--- src/rtl/issue_ctrl_if.sv ---
// issue_ctrl_if
//   Bundles the fetch-side and back-end-side signals of the in-order issue
//   controller so one handle connects the controller to its environment.
//   Clock and reset are not part of the bundle.
//
//   Signal summary (direction as seen by the controller, modport slave):
//     rdy_in         in   global ready; low freezes the controller
//     if_valid_in    in   fetch presents an instruction
//     if_inst_in     in   fetched instruction word [31:0]
//     if_pc_in       in   PC of the fetched instruction [31:0]
//     if_full_out    out  queue full, fetch must hold
//     dec_inst_out   out  queue head instruction to the decoder [31:0]
//     dec_issue_out  out  queue non-empty
//     rob_full_in    in   ROB has no free entry
//     rs_full_in     in   reservation station full
//     lsb_full_in    in   load/store buffer full
//     rob_tag_in     in   tag of next free ROB entry [ROB_TAG_W-1:0]
//     flush_in       in   mispredict, discard queue contents
//     issue_rob_out  out  allocate ROB entry this cycle
//     issue_rs_out   out  write head into RS this cycle
//     issue_lsb_out  out  write head into LSB this cycle
//     issue_pc_out   out  PC of the issued instruction [31:0]
//     issue_tag_out  out  ROB tag assigned to the issued instruction
//
//   modport slave  : used by issue_ctrl
//   modport master : used by whatever drives fetch/back-end side (e.g. a bench)
interface issue_ctrl_if #(
  parameter int ROB_TAG_W = 4
);
  logic                 rdy_in;
  logic                 if_valid_in;
  logic [31:0]          if_inst_in;
  logic [31:0]          if_pc_in;
  logic                 if_full_out;
  logic [31:0]          dec_inst_out;
  logic                 dec_issue_out;
  logic                 rob_full_in;
  logic                 rs_full_in;
  logic                 lsb_full_in;
  logic [ROB_TAG_W-1:0] rob_tag_in;
  logic                 flush_in;
  logic                 issue_rob_out;
  logic                 issue_rs_out;
  logic                 issue_lsb_out;
  logic [31:0]          issue_pc_out;
  logic [ROB_TAG_W-1:0] issue_tag_out;

  modport slave (
    input  rdy_in, if_valid_in, if_inst_in, if_pc_in,
    input  rob_full_in, rs_full_in, lsb_full_in, rob_tag_in, flush_in,
    output if_full_out, dec_inst_out, dec_issue_out,
    output issue_rob_out, issue_rs_out, issue_lsb_out, issue_pc_out, issue_tag_out
  );

  modport master (
    output rdy_in, if_valid_in, if_inst_in, if_pc_in,
    output rob_full_in, rs_full_in, lsb_full_in, rob_tag_in, flush_in,
    input  if_full_out, dec_inst_out, dec_issue_out,
    input  issue_rob_out, issue_rs_out, issue_lsb_out, issue_pc_out, issue_tag_out
  );
endinterface

--- src/rtl/issue_ctrl.sv ---
// issue_ctrl
//   In-order issue controller between instruction fetch and the out-of-order
//   back end. Fetched instructions are buffered in a circular instruction
//   queue; the head is shown to the decoder and dispatched to the ROB plus
//   either the RS or the LSB once every structure it needs has room.
//   A mispredict flush empties the queue.
//
//   Ports:
//     clk_in         in   clock, rising edge
//     rst_in         in   asynchronous active-high reset
//     bus            issue_ctrl_if.slave, fetch/decoder/back-end handshake
//     stall_cnt_out  out  [31:0] saturating count of cycles the head was
//                         present but blocked (only with ISSUE_STALL_CNT_EN)
//
//   Optional feature macro: ISSUE_STALL_CNT_EN
module issue_ctrl #(
  parameter int IQ_DEPTH_LOG = 3,
  parameter int ROB_TAG_W    = 4
) (
  input  logic        clk_in,
  input  logic        rst_in,
`ifdef ISSUE_STALL_CNT_EN
  output logic [31:0] stall_cnt_out,
`endif
  issue_ctrl_if.slave bus
);

  localparam int DEPTH = 2 ** IQ_DEPTH_LOG;
  localparam logic [IQ_DEPTH_LOG:0] DEPTH_CNT = (IQ_DEPTH_LOG + 1)'(DEPTH);
  localparam logic [6:0] OP_LOAD  = 7'b0000011;
  localparam logic [6:0] OP_STORE = 7'b0100011;

  logic [31:0]             inst_q [DEPTH];
  logic [31:0]             pc_q   [DEPTH];
  logic [IQ_DEPTH_LOG-1:0] head_q, head_d;
  logic [IQ_DEPTH_LOG-1:0] tail_q, tail_d;
  logic [IQ_DEPTH_LOG:0]   count_q, count_d;

  logic        full;
  logic        not_empty;
  logic        push;
  logic        go;
  logic        is_mem;
  logic [31:0] head_inst;

  // Queue status and issue decision, all from registered state plus this
  // cycle's back-end inputs. Full only looks at the registered count, so a
  // pop in the same cycle never makes room for a push.
  always_comb begin
    head_inst = inst_q[head_q];
    full      = (count_q == DEPTH_CNT);
    not_empty = (count_q != '0);
    is_mem    = (head_inst[6:0] == OP_LOAD) || (head_inst[6:0] == OP_STORE);
    push      = bus.rdy_in & bus.if_valid_in & ~full & ~bus.flush_in;
    go        = bus.rdy_in & not_empty & ~bus.flush_in & ~bus.rob_full_in &
                (is_mem ? ~bus.lsb_full_in : ~bus.rs_full_in);
  end

  // Outputs toward fetch, decoder and back end.
  always_comb begin
    bus.if_full_out   = full;
    bus.dec_inst_out  = head_inst;
    bus.dec_issue_out = not_empty;
    bus.issue_rob_out = go;
    bus.issue_lsb_out = go & is_mem;
    bus.issue_rs_out  = go & ~is_mem;
    bus.issue_pc_out  = pc_q[head_q];
    bus.issue_tag_out = bus.rob_tag_in;
  end

  // Pointer and occupancy update. Flush wins over push and pop; a frozen
  // cycle (rdy low) leaves everything as is because push and go are both 0.
  always_comb begin
    head_d  = head_q;
    tail_d  = tail_q;
    count_d = count_q;
    if (bus.rdy_in && bus.flush_in) begin
      head_d  = '0;
      tail_d  = '0;
      count_d = '0;
    end else begin
      if (push) tail_d = tail_q + 1'b1;
      if (go)   head_d = head_q + 1'b1;
      case ({push, go})
        2'b10:   count_d = count_q + 1'b1;
        2'b01:   count_d = count_q - 1'b1;
        default: count_d = count_q;
      endcase
    end
  end

  always_ff @(posedge clk_in or posedge rst_in) begin
    if (rst_in) begin
      head_q  <= '0;
      tail_q  <= '0;
      count_q <= '0;
    end else begin
      head_q  <= head_d;
      tail_q  <= tail_d;
      count_q <= count_d;
    end
  end

  // Storage is cleared on reset so the decoder and PC outputs read zero
  // while the queue is empty after reset.
  always_ff @(posedge clk_in or posedge rst_in) begin
    if (rst_in) begin
      for (int i = 0; i < DEPTH; i++) begin
        inst_q[i] <= '0;
        pc_q[i]   <= '0;
      end
    end else if (push) begin
      inst_q[tail_q] <= bus.if_inst_in;
      pc_q[tail_q]   <= bus.if_pc_in;
    end
  end

`ifdef ISSUE_STALL_CNT_EN
  logic [31:0] stall_cnt_q;

  // Counts cycles where a head exists but cannot leave; flush does not clear
  // it so the figure survives mispredicts.
  always_ff @(posedge clk_in or posedge rst_in) begin
    if (rst_in) begin
      stall_cnt_q <= '0;
    end else if (bus.rdy_in && not_empty && !bus.flush_in && !go &&
                 stall_cnt_q != 32'hFFFF_FFFF) begin
      stall_cnt_q <= stall_cnt_q + 32'd1;
    end
  end

  assign stall_cnt_out = stall_cnt_q;
`endif

endmodule

--- src/flat_wrapper.sv ---
// flat-port wrapper written by rule: the top's interface ports become plain ports
module issue_ctrl_flat 
#(
  parameter int IQ_DEPTH_LOG = 3,
  parameter int ROB_TAG_W    = 4
)
  (clk_in, rst_in, bus_rdy_in, bus_if_valid_in, bus_if_inst_in, bus_if_pc_in, bus_rob_full_in, bus_rs_full_in, bus_lsb_full_in, bus_rob_tag_in, bus_flush_in, bus_if_full_out, bus_dec_inst_out, bus_dec_issue_out, bus_issue_rob_out, bus_issue_rs_out, bus_issue_lsb_out, bus_issue_pc_out, bus_issue_tag_out);
  issue_ctrl_if #(.ROB_TAG_W(ROB_TAG_W)) bus_i ();
  input  logic clk_in;
  input  logic rst_in;
  input wire logic [$bits(bus_i.rdy_in)-1:0] bus_rdy_in;
  input wire logic [$bits(bus_i.if_valid_in)-1:0] bus_if_valid_in;
  input wire logic [$bits(bus_i.if_inst_in)-1:0] bus_if_inst_in;
  input wire logic [$bits(bus_i.if_pc_in)-1:0] bus_if_pc_in;
  input wire logic [$bits(bus_i.rob_full_in)-1:0] bus_rob_full_in;
  input wire logic [$bits(bus_i.rs_full_in)-1:0] bus_rs_full_in;
  input wire logic [$bits(bus_i.lsb_full_in)-1:0] bus_lsb_full_in;
  input wire logic [$bits(bus_i.rob_tag_in)-1:0] bus_rob_tag_in;
  input wire logic [$bits(bus_i.flush_in)-1:0] bus_flush_in;
  output wire logic [$bits(bus_i.if_full_out)-1:0] bus_if_full_out;
  output wire logic [$bits(bus_i.dec_inst_out)-1:0] bus_dec_inst_out;
  output wire logic [$bits(bus_i.dec_issue_out)-1:0] bus_dec_issue_out;
  output wire logic [$bits(bus_i.issue_rob_out)-1:0] bus_issue_rob_out;
  output wire logic [$bits(bus_i.issue_rs_out)-1:0] bus_issue_rs_out;
  output wire logic [$bits(bus_i.issue_lsb_out)-1:0] bus_issue_lsb_out;
  output wire logic [$bits(bus_i.issue_pc_out)-1:0] bus_issue_pc_out;
  output wire logic [$bits(bus_i.issue_tag_out)-1:0] bus_issue_tag_out;
  assign bus_i.rdy_in = bus_rdy_in;
  assign bus_i.if_valid_in = bus_if_valid_in;
  assign bus_i.if_inst_in = bus_if_inst_in;
  assign bus_i.if_pc_in = bus_if_pc_in;
  assign bus_i.rob_full_in = bus_rob_full_in;
  assign bus_i.rs_full_in = bus_rs_full_in;
  assign bus_i.lsb_full_in = bus_lsb_full_in;
  assign bus_i.rob_tag_in = bus_rob_tag_in;
  assign bus_i.flush_in = bus_flush_in;
  assign bus_if_full_out = bus_i.if_full_out;
  assign bus_dec_inst_out = bus_i.dec_inst_out;
  assign bus_dec_issue_out = bus_i.dec_issue_out;
  assign bus_issue_rob_out = bus_i.issue_rob_out;
  assign bus_issue_rs_out = bus_i.issue_rs_out;
  assign bus_issue_lsb_out = bus_i.issue_lsb_out;
  assign bus_issue_pc_out = bus_i.issue_pc_out;
  assign bus_issue_tag_out = bus_i.issue_tag_out;
  issue_ctrl #(.IQ_DEPTH_LOG(IQ_DEPTH_LOG), .ROB_TAG_W(ROB_TAG_W)) u_core (.clk_in(clk_in), .rst_in(rst_in), .bus(bus_i));
endmodule
--- config.mk ---
export PLATFORM = sky130hd
export DESIGN_NAME = issue_ctrl_flat
export DESIGN_NICKNAME = d
export VERILOG_FILES = /design/src/rtl/issue_ctrl_if.sv /design/src/rtl/issue_ctrl.sv /design/src/flat_wrapper.sv
export SDC_FILE = /design/constraint.sdc
export NUM_CORES = 1
export LEC_CHECK = 0
export BUFFER_PORTS_ARGS = -buffer_cell sky130_fd_sc_hd__buf_2
export CORE_MARGIN = 1.5
export CORE_UTILIZATION = 65
export DETAILED_ROUTE_END_ITERATION = 8
export GPL_ROUTABILITY_DRIVEN = 0
export PLACE_DENSITY = 0.89
export RECOVER_POWER = 100
export SLEW_MARGIN = 10
export SYNTH_ARGS = -nofsm -noshare
export SYNTH_HDL_FRONTEND = slang
export SYNTH_SLANG_ARGS = --single-unit
--- constraint.sdc ---
create_clock -name clk_in -period 38.3 [get_ports clk_in]
set_input_delay 3.83 -clock clk_in [delete_from_list [all_inputs] [get_ports clk_in]]
set_output_delay 3.83 -clock clk_in [all_outputs]
set_load 0.005 [all_outputs]
==> flow_metrics.env <==
export IMPL_outcome="finished with violations"
export IMPL_violations="capacitance limit, slew limit"
export IMPL_nNetsFinal=1591
export IMPL_post_cts_resized=0
export IMPL_wl_um=48500
export IMPL_min_path_cells=1
export IMPL_async_flop_share=1.00
export IMPL_syn_cell_area_um2=23400
export IMPL_cp_num_buf_inv=4
export IMPL_synth_mux_area_frac=0.403
export IMPL_ys_ff_latch=522
export IMPL_rsz0062_at_grt="false"
export IMPL_path_cells="buf_2 > clkinvlp_2 > clkbuf_1 > clkbuf_1"
export IMPL_regToRegSetupSlack_ns=31.79
export IMPL_core_um2=35500
export IMPL_cts_hold_buf=0
export IMPL_hold_path_class="reg -> reg"
export IMPL_area_growth_pct=11.1
export IMPL_root_buffer="clkbuf_16"
export IMPL_tightestPinTransition_ns=6.01
export IMPL_design_die_area_um2=37100
export IMPL_drive_above_1_share=0.559
export IMPL_start_util=0.658
export IMPL_arrival_ns=13.46
export IMPL_crit_fanout=139
export IMPL_synth_cells=1388
export IMPL_synth_edf_count=0
export IMPL_finalCritPeriodShare=0.373
export IMPL_fmax_mhz=69.9
export IMPL_tns_ns=0
export IMPL_worst_path_max_delay_cell="clkinvlp_2"
export IMPL_critPathMostFrequentCell="clkbuf_1"
export IMPL_stdcell_count=2014
export IMPL_ant_nets=0
export IMPL_path_clk_slew_ns=0.06
export IMPL_dr_pass1_iters=4
export IMPL_irDropWorstVdd_mv=0.0446
export IMPL_start_kind="primary input"
export IMPL_core_rowCount=69
export IMPL_crit_family="buffers and inverters"
export IMPL_vias=12700
export IMPL_synth_fa_ha_area_frac=0.00354
export IMPL_hold_path_end="u_core.inst_q[194]"
export IMPL_clk_latency_ns=0.59
export IMPL_grt_antenna_before_repair=5
export IMPL_finalHoldViolations=0
export IMPL_io_pins=149
export IMPL_dp_cells=1916
export IMPL_timing_hold_ws_ns=0.499
export IMPL_period_needed_ns=14.30
export IMPL_power_density_nw_per_um2=55.2
export IMPL_cp_depth=4
export IMPL_cts_tree="built"
export IMPL_clock_skew_ns=0.00954
export IMPL_endpoint_kind="asynchronous set/reset pin"
export IMPL_syn_nets=1470
export IMPL_rr_endpoint="u_core.pc_q[96]"
export IMPL_worst_r2r_path_depth=7
export IMPL_grt_max_degree=140
export IMPL_grt_usage=0.275
export IMPL_die_y_um=193
export IMPL_setup_viol=0
export IMPL_via_per_inst=6.30
export IMPL_drc=0
export IMPL_hold_start="u_core.inst_q[194]"
export IMPL_place_port_buffers=140
export IMPL_clkSinkCount=522
export IMPL_grt_overflow_total=0
export IMPL_synthSimpleGateAreaFrac=0.0102
export IMPL_yosysWarnings=0
export IMPL_grt_pass1_wl_um=77100
export IMPL_htree_levels=2
export IMPL_r2r_start="u_core.count_q[0]"
export IMPL_crit_required_ns=37.47
export IMPL_cts_buffer_depth=3
export IMPL_die_x_um=193
export IMPL_ys_types=36
export IMPL_post_cts_buffers=0
export IMPL_synth_compound_area_frac=0.00332
export IMPL_synth_area_per_cell_um2=16.8
export IMPL_ys_seq_area_frac=0.559
export IMPL_synth_top_family_by_area="multiplexers"
export IMPL_synth_flop_cell="dfrtp_1"
export IMPL_max_stage_delay_ns=3.33
export IMPL_synth_xor_area_share=0.00113
export IMPL_wl_per_cell_um=24.1
export IMPL_post_dp_hpwl_um=26700
export IMPL_grt_pass1_vias=13900
export IMPL_max_slew_margin=-3.03
export IMPL_criticalPathCategory="in -> async"
export IMPL_drv_slew=1144
export IMPL_drv_cap=21
export IMPL_drtIter0Drc=550
export IMPL_power_leakage_nw=12.2
export IMPL_cts_buffers_inserted=52
[sequential cells by signal, indices dropped and copies added, names as in the netlist]
| name | count |
|---|---|
| u_core.inst_q | 256 |
| u_core.pc_q | 256 |
| u_core.head_q | 3 |
| u_core.tail_q | 3 |
| u_core.count_q | 4 |
[per-stage QoR]
step	utilization	cell area, um2	setup slack, ns	total power (W)
4_1_cts	0.737	26200	29.57	0.00145
6_report	0.731	26000	24.00	0.00143
3_3_place_gp	0.688	24400	29.60	0.000918
2_1_floorplan	-	23400	19.89	0.000853
5_1_grt	0.731	26000	21.53	0.00149
3_5_place_dp	0.688	24400	29.58	0.000934
[power by group]
| group | internal, W | total (W) | switching, W |
|---|---|---|---|
| clock network | 0.000300 | 0.000511 | 0.000211 |
| logic | 0.000147 | 0.000240 | 0.0000930 |
| registers | 0.000634 | 0.000681 | 0.0000474 |
| total | 0.00108 | 0.00143 | 0.000351 |
[layout make-up]
type                    count  area, um2
multi-input cells         767       9810
clock inverters            16        168
clock buffers              81       1560
fillers                  2173       9530
flip-flops and latches    522      13100
repair buffers            161        747
inverters                   5       20.0
diodes                      1       2.50
well taps                 461        577
[worst reg2reg max path: cells and delay by family, from the launching register on]
| kind | cells | cell delay [ns] |
|---|---|---|
| buffers and inverters | 1 | 3.14 |
| and+or+nand+nor | 5 | 2.19 |
| muxes | 1 | 0.64 |
| DFF | 1 | 0.45 |
[per-layer routing]
metal  vias to the layer above  track usage  part of all wire
met5                         -            0           0.00070
met2                       258        0.461              0.50
li1                       5452            -                 -
met4                         8       0.0722             0.019
met1                      6891        0.373              0.43
met3                        86       0.0522             0.044
[cells in the final DEF (no fill, tap or decap), drive strengths merged, types with 5 or more instances in the layout]
master / n
mux4: 128
a21oi: 5
nor2: 9
nand2: 9
o21ai: 6
clkinv: 9
clkbuf: 134
mux2: 576
buf: 108
ha: 5
inv: 6
dfrtp: 522
[cells by family after synthesis]
kind of cell    count (synthesis)
flops                         522
fa+ha+maj                       6
compound gates                 13
buf+inv                        99
xor+xnor                        3
mux                           707
simple gates                   38
[cell usage after synthesis (2+ instances only)]
master | n | area share
nand3_1 | 3 | 0.00064
nand2_1 | 9 | 0.0014
xor2_1 | 2 | 0.00075
nor2_1 | 9 | 0.0014
mux4_1 | 6 | 0.0068
mux2i_1 | 3 | 0.0013
a21oi_1 | 5 | 0.0011
o21ai_1 | 2 | 0.00043
mux2_2 | 576 | 0.28
buf_2 | 29 | 0.0062
o21ai_0 | 4 | 0.00086
mux4_2 | 122 | 0.12
or3_1 | 2 | 0.00054
buf_1 | 11 | 0.0018
dfrtp_1 | 522 | 0.56
clkbuf_1 | 48 | 0.0077
nand3b_1 | 2 | 0.00064
ha_1 | 5 | 0.0027
buf_4 | 4 | 0.0013
inv_1 | 5 | 0.00080
nor3b_1 | 3 | 0.00096
nor3_1 | 2 | 0.00043
[worst max-delay path by stage]
| stage | from | endpoint | slack [ns] |
|---|---|---|---|
| after floorplan | rst_in | u_core.count_q[0] | 19.89 |
| after global placement | bus_flush_in | bus_issue_rob_out | 29.60 |
| after detailed placement | bus_flush_in | bus_issue_rob_out | 29.58 |
| after CTS | bus_flush_in | bus_issue_rob_out | 29.57 |
| after global routing | rst_in | u_core.head_q[2] | 21.53 |
| final | rst_in | u_core.head_q[2] | 24.00 |
No activity file was read; power rests on OpenSTA's default activity.
